### src/rtl/sram_arb2_if.sv
// sram_arb2_if: one requester port of the SRAM arbiter (master = requester side, slave = arbiter side)
interface sram_arb2_if #(
  parameter int AW = 14,
  parameter int DW = 32
);
  logic            req;
  logic            we;
  logic [AW-1:0]   addr;
  logic [DW/8-1:0] be;
  logic [DW-1:0]   wdata;
  logic            gnt;
  logic            rvalid;
  logic [DW-1:0]   rdata;
  modport master (output req, we, addr, be, wdata, input gnt, rvalid, rdata);
  modport slave  (input req, we, addr, be, wdata, output gnt, rvalid, rdata);
endinterface

### src/rtl/sram_arb2.sv
// sram_arb2: two-port arbiter/sequencer for a single-port sync SRAM (P0 fetch, P1 load/store), SRAM_ARB_RR_EN selects round-robin
module sram_arb2 #(
  parameter int AW = 14,
  parameter int DW = 32
) (
  input  logic            clk,
  input  logic            rstn,
  sram_arb2_if.slave      p0,
  sram_arb2_if.slave      p1,
  output logic            sram_cs,
  output logic            sram_we,
  output logic [AW-1:0]   sram_a,
  output logic [DW/8-1:0] sram_byte,
  output logic [DW-1:0]   sram_di,
  input  logic [DW-1:0]   sram_do
);
  logic en, rsp_v, rsp_id, rsp_rd, pick1, g0, g1;
`ifdef SRAM_ARB_RR_EN
  logic last_gnt;
  assign pick1 = ~last_gnt;
`else
  assign pick1 = 1'b0;
`endif
  always_comb begin
    g0        = en & p0.req & ~(p1.req & pick1);
    g1        = en & p1.req & ~g0;
    sram_cs   = g0 | g1;
    sram_we   = g0 ? p0.we    : g1 ? p1.we    : 1'b0;
    sram_a    = g0 ? p0.addr  : g1 ? p1.addr  : '0;
    sram_byte = g0 ? p0.be    : g1 ? p1.be    : '0;
    sram_di   = g0 ? p0.wdata : g1 ? p1.wdata : '0;
  end
  always_ff @(posedge clk or negedge rstn) begin
    if (!rstn) begin
      en     <= 1'b0;
      rsp_v  <= 1'b0;
      rsp_id <= 1'b0;
      rsp_rd <= 1'b0;
`ifdef SRAM_ARB_RR_EN
      last_gnt <= 1'b1;
`endif
    end else begin
      en    <= 1'b1;
      rsp_v <= sram_cs;
      if (sram_cs) begin
        rsp_id <= g1;
        rsp_rd <= ~sram_we;
`ifdef SRAM_ARB_RR_EN
        last_gnt <= g1;
`endif
      end
    end
  end
  assign p0.gnt    = g0;
  assign p1.gnt    = g1;
  assign p0.rvalid = rsp_v & ~rsp_id;
  assign p1.rvalid = rsp_v & rsp_id;
  assign p0.rdata  = (rsp_v & rsp_rd & ~rsp_id) ? sram_do : '0;
  assign p1.rdata  = (rsp_v & rsp_rd & rsp_id) ? sram_do : '0;
endmodule

### src/flat_wrapper.sv
// flat-port wrapper written by rule: the top's interface ports become plain ports
module sram_arb2_flat 
#(
  parameter int AW = 14,
  parameter int DW = 32
)
  (clk, rstn, sram_cs, sram_we, sram_a, sram_byte, sram_di, sram_do, p0_req, p0_we, p0_addr, p0_be, p0_wdata, p0_gnt, p0_rvalid, p0_rdata, p1_req, p1_we, p1_addr, p1_be, p1_wdata, p1_gnt, p1_rvalid, p1_rdata);
  sram_arb2_if #(.AW(AW), .DW(DW)) p0_i ();
  sram_arb2_if #(.AW(AW), .DW(DW)) p1_i ();
  input  logic clk;
  input  logic rstn;
  output logic sram_cs;
  output logic sram_we;
  output logic [AW-1:0] sram_a;
  output logic [DW/8-1:0] sram_byte;
  output logic [DW-1:0] sram_di;
  input  logic [DW-1:0] sram_do;
  input wire logic [$bits(p0_i.req)-1:0] p0_req;
  input wire logic [$bits(p0_i.we)-1:0] p0_we;
  input wire logic [$bits(p0_i.addr)-1:0] p0_addr;
  input wire logic [$bits(p0_i.be)-1:0] p0_be;
  input wire logic [$bits(p0_i.wdata)-1:0] p0_wdata;
  output wire logic [$bits(p0_i.gnt)-1:0] p0_gnt;
  output wire logic [$bits(p0_i.rvalid)-1:0] p0_rvalid;
  output wire logic [$bits(p0_i.rdata)-1:0] p0_rdata;
  input wire logic [$bits(p1_i.req)-1:0] p1_req;
  input wire logic [$bits(p1_i.we)-1:0] p1_we;
  input wire logic [$bits(p1_i.addr)-1:0] p1_addr;
  input wire logic [$bits(p1_i.be)-1:0] p1_be;
  input wire logic [$bits(p1_i.wdata)-1:0] p1_wdata;
  output wire logic [$bits(p1_i.gnt)-1:0] p1_gnt;
  output wire logic [$bits(p1_i.rvalid)-1:0] p1_rvalid;
  output wire logic [$bits(p1_i.rdata)-1:0] p1_rdata;
  assign p0_i.req = p0_req;
  assign p0_i.we = p0_we;
  assign p0_i.addr = p0_addr;
  assign p0_i.be = p0_be;
  assign p0_i.wdata = p0_wdata;
  assign p0_gnt = p0_i.gnt;
  assign p0_rvalid = p0_i.rvalid;
  assign p0_rdata = p0_i.rdata;
  assign p1_i.req = p1_req;
  assign p1_i.we = p1_we;
  assign p1_i.addr = p1_addr;
  assign p1_i.be = p1_be;
  assign p1_i.wdata = p1_wdata;
  assign p1_gnt = p1_i.gnt;
  assign p1_rvalid = p1_i.rvalid;
  assign p1_rdata = p1_i.rdata;
  sram_arb2 #(.AW(AW), .DW(DW)) u_core (.clk(clk), .rstn(rstn), .p0(p0_i), .p1(p1_i), .sram_cs(sram_cs), .sram_we(sram_we), .sram_a(sram_a), .sram_byte(sram_byte), .sram_di(sram_di), .sram_do(sram_do));
endmodule
### config.mk
export PLATFORM = sky130hd
export DESIGN_NAME = sram_arb2_flat
export DESIGN_NICKNAME = d
export VERILOG_FILES = /design/src/rtl/sram_arb2_if.sv /design/src/rtl/sram_arb2.sv /design/src/flat_wrapper.sv
export SDC_FILE = /design/constraint.sdc
export NUM_CORES = 1
export LEC_CHECK = 0
export CAP_MARGIN = 0
export CORE_AREA = 2 2 100 102
export DETAILED_ROUTE_END_ITERATION = 7
export DIE_AREA = 0 0 102 104
export PLACE_DENSITY = 0.73
export SETUP_SLACK_MARGIN = 0.15
export SLEW_MARGIN = 20
export SYNTH_ARGS = -nofsm -noshare
export SYNTH_HDL_FRONTEND = slang
export SYNTH_SLANG_ARGS = --single-unit
### constraint.sdc
create_clock -name clk -period 1.3 [get_ports clk]
set_clock_uncertainty 0.1 [all_clocks]
set_input_delay 0.26 -clock clk [delete_from_list [all_inputs] [get_ports clk]]
set_output_delay 0.26 -clock clk [all_outputs]
set_load 0.01 [all_outputs]
Word-level counts from Yosys, hierarchy flattened
Cells that the tools add are included.

word-level totals
  bits of input ports = 138
  register bits after elaboration = 4
  logic and storage cells = 26
  output and inout port bits = 120

operators by class
  bitwise operators = 12
  multiplexer cells = 10

operator list
  cell                count
  32-bit two-way mux  4
  14-bit two-way mux  2
  1-bit bitwise AND   8
  4-bit two-way mux   2
  1-bit inverter      3
  1-bit two-way mux   2
  1-bit bitwise OR    1

Longest topological paths before layout
  depth in word-level cells = 6
  mapped depth = 4
  mapped depth without buffers = 2

Worst setup path before layout
OpenSTA, ideal clock, no wires.

  path type = reg-to-output
  start = register u_core.rsp_id
  end = output p0_rdata[10]
  arrival time = 0.961 ns
  stages on the path, launching flop included = 4
  data required time = 0.940 ns
  buffers on the path = 1
  setup slack = -0.021 ns
  cells stage by stage = dfrtp_1 -> and3b_2 -> buf_6 -> and2_4

between the ends
  cells in the longest elaborated chain, start to end = 3

ends and longest elaborated chain
  element                   line                text
  start: declaration        sram_arb2.sv:17     logic en, rsp_v, rsp_id, rsp_rd, pick1, g0, g1;
  start signal: assignment  sram_arb2.sv:46     rsp_id <= g1;
  1-bit inverter            sram_arb2.sv:58     assign p0.rdata = (rsp_v & rsp_rd & ~rsp_id) ? sram_do : '0;
  1-bit bitwise AND         sram_arb2.sv:58
  32-bit two-way mux        sram_arb2.sv:58
  end: declaration          flat_wrapper.sv:25  output wire logic [$bits(p0_i.rdata)-1:0] p0_rdata;

No other way between the ends.

Worst setup path after layout
  start = register u_core.rsp_rd
  end = output p1_rdata[5]

between the ends
  cells in the longest elaborated chain, start to end = 3

ends and longest elaborated chain
  element                          line                text
  start: declaration               sram_arb2.sv:17
  start signal: assignment         sram_arb2.sv:47     rsp_rd <= ~sram_we;
  1-bit bitwise AND (2 in series)  sram_arb2.sv:59     assign p1.rdata = (rsp_v & rsp_rd & rsp_id) ? sram_do : '0;
  32-bit two-way mux               sram_arb2.sv:59
  end: declaration                 flat_wrapper.sv:33  output wire logic [$bits(p1_i.rdata)-1:0] p1_rdata;

No other way between the ends.

==> impl_metrics.tcl <==
set metrics [dict create \
    path_clk_slew_ps 30 \
    antenna_found_initial 0 \
    hold_violations 0 \
    reg2reg_from "u_core.en" \
    worst_ir_drop_vdd_v 0.000252 \
    hold_buffers 0 \
    period_needed_ps 1860 \
    total_leakage_power_nw 2.73 \
    cts_buffers 3 \
    drc 0 \
    io_buffers 257 \
    ys_top_cells_by_count "51 x nand2_1, 50 x a21boi_1, 50 x nand3b_1" \
    synthFlopType "dfrtp_1" \
    synth_seq_cells 4 \
    place_ws_ps -636 \
    place_congestion 0.765 \
    synth-async-reset-ratio_pct 100 \
    ys_seq_area_share_pct 5.54 \
    clock-sinks 4 \
    io_pins 258 \
    die_w_um 102 \
    h-tree-depth 1 \
    syn_avg_cell_area_sq_um 6.87 \
    layout.nets 703 \
    wire_per_inst_um 16.1 \
    start_util_pct 18.9 \
    critPathKind "flop to primary output" \
    r2r-end "u_core.rsp_id" \
    synth_cells 263 \
    grt_pass1_vias 3082 \
    clk_latency_ps 220 \
    tns_ps -48440 \
    fin_util_pct 63.1 \
    rsz0062_at_grt "true" \
    die_h_um 104 \
    hold_class "input pin to asynchronous set/reset pin" \
    postRouteAntennaNets 0 \
    setup_ws_ps -564 \
    cp-endpoint "p1_rdata[5]" \
    startpoint "u_core.rsp_rd" \
    finalMaxSlewViolations 0 \
    grt_first_pass_wirelength_mm 15.5 \
    cts_tree "yes" \
    yosysMostFrequentCell "nand2_1" \
    synth_top_area_cell "a21boi_1" \
    grtUsageTotal_pct 18.1 \
    fmax_ghz 0.536 \
    coreArea_sq_um 9550 \
    failed_checks "negative setup slack" \
    r2r_slack_ps -110 \
    clockRootBuffer "clkbuf_8" \
    syn_area_sq_um 1810 \
    p_per_area_nw_per_um2 399 \
    maxCapViolations 0 \
    synth_edf_count 0 \
    cp_data_arrival_time_ps 1500 \
    drt_pass1_iterations 4 \
    finalCritPeriodShare_pct 143 \
    cp-start-kind "flop" \
    worstRegToRegCells 7 \
    synth.net_count 401 \
    hpwl_mm 7.69 \
    layout-drive-gt1-share_pct 56.4 \
    yosys_warnings 0 \
    via_per_inst 4.40 \
    outcome "finished with violations" \
    vias 3065 \
    synth_top_cell_area_share_pct 20.8 \
    synthToLayoutAreaGrowth_pct 233 \
    path_max_fanout 6 \
    grt_max_degree 35 \
    clockBufferDepth 2 \
    diodes 0 \
    setup_violations 122 \
    end_kind "primary output" \
    dieArea_sq_um 10600 \
    grt-ovfl-total 0 \
    ys_types 24 \
    crit_required_ps 940 \
    drtIter0Drc 69 \
    synth_area_leaders "a21boi_1 21%, nand3b_1 21%, and2_4 15%" \
    wirelength_mm 11.2 \
    fp-row-count 36 \
]
==> worst min-delay path by stage <==
| stage | start | endpoint | slack, ps |
|---|---|---|---|
| finish | rstn | u_core.rsp_rd | 140 |
| global placement | rstn | u_core.rsp_id | 370 |
| CTS | rstn | u_core.rsp_rd | 150 |
| floorplan | rstn | u_core.en | -140 |
| global route | rstn | u_core.rsp_rd | 160 |
| detailed placement | rstn | u_core.rsp_v | 380 |
==> registers in the layout, indices dropped and copies added, names as in the netlist <==
| register | cells |
|---|---|
| u_core.rsp_v | 1 |
| u_core.rsp_rd | 1 |
| u_core.en | 1 |
| u_core.rsp_id | 1 |
==> kinds of logic (layout without fill, tap and decap cells) <==
kind of cell / after synthesis / after routing / synth area share (%)
DFF: 4 / 4 / 5.54
buffers and inverters: 30 / 331 / 10.8
and+or+nand+nor: 175 / 175 / 61.4
other: 1 / 1 / 0.208
AOI/OAI and AO/OA: 53 / 53 / 22.0
==> area by class of cell <==
cell class                      instances  area, sq um
Fill cell                             791         3520
Clock buffer                            4         45.0
Multi-Input combinational cell        229         2120
Timing Repair Buffer                  326         3590
Inverter                                1         3.75
Sequential cell                         4          101
Tap cell                              133          166
==> power by group <==
group / switching (mW) / total [mW] / internal, mW
Combinational: 0.686 / 1.98 / 1.30
Sequential: 0.0130 / 0.150 / 0.137
Clock: 0.0621 / 0.271 / 0.209
Total: 0.761 / 2.41 / 1.64
==> per-layer routing <==
metal | part of all wire [%] | wire [um] | GRT usage, %
met5 | 0 | 0 | 0
met4 | 2.0 | 226 | 3.90
met3 | 7.3 | 819 | 3.76
met2 | 55 | 6220 | 36.4
met1 | 35 | 3970 | 18.3
==> what timing repair did <==
action / in CTS / in global routing
resized for setup: 467 / 181
cloned: 9 / 4
pin swaps: 23 / 19
buffers inserted: 13 / 21
setup endpoints to repair: 122 / 122
==> worst max-delay path, cell delays in order, from the launching register on <==
cell	delay, ps
dfrtp_1	400
buf_6	130
and3_4	230
buf_12	140
buf_16	120
and2_4	150
buf_6	110
==> placed cells by master (no fill, tap or decap), types with 2 or more instances in the layout <==
cell type / n
buf_6: 130
clkdlybuf4s50_1: 128
and2_4: 63
nand3b_1: 50
nand2_1: 49
a21boi_4: 40
buf_2: 13
clkbuf_2: 12
buf_4: 11
buf_12: 11
a21boi_2: 10
buf_16: 8
dlymetal6s2s_1: 6
buf_8: 4
nor2_2: 3
clkbuf_8: 3
dfrtp_1: 3
nand2_2: 2
nand3_4: 2
clkbuf_16: 2
==> per-stage QoR <==
step	area (sq um)	cells	power, mW	hold WS, ps
floorplan	2410	263	0.849	-136
global placement	5110	646	1.70	374
detailed placement	5110	646	1.73	377
CTS	5490	672	2.21	147
global route	6020	697	2.53	161
finish	6020	697	2.41	144
(Power assumes the default switching activity.)
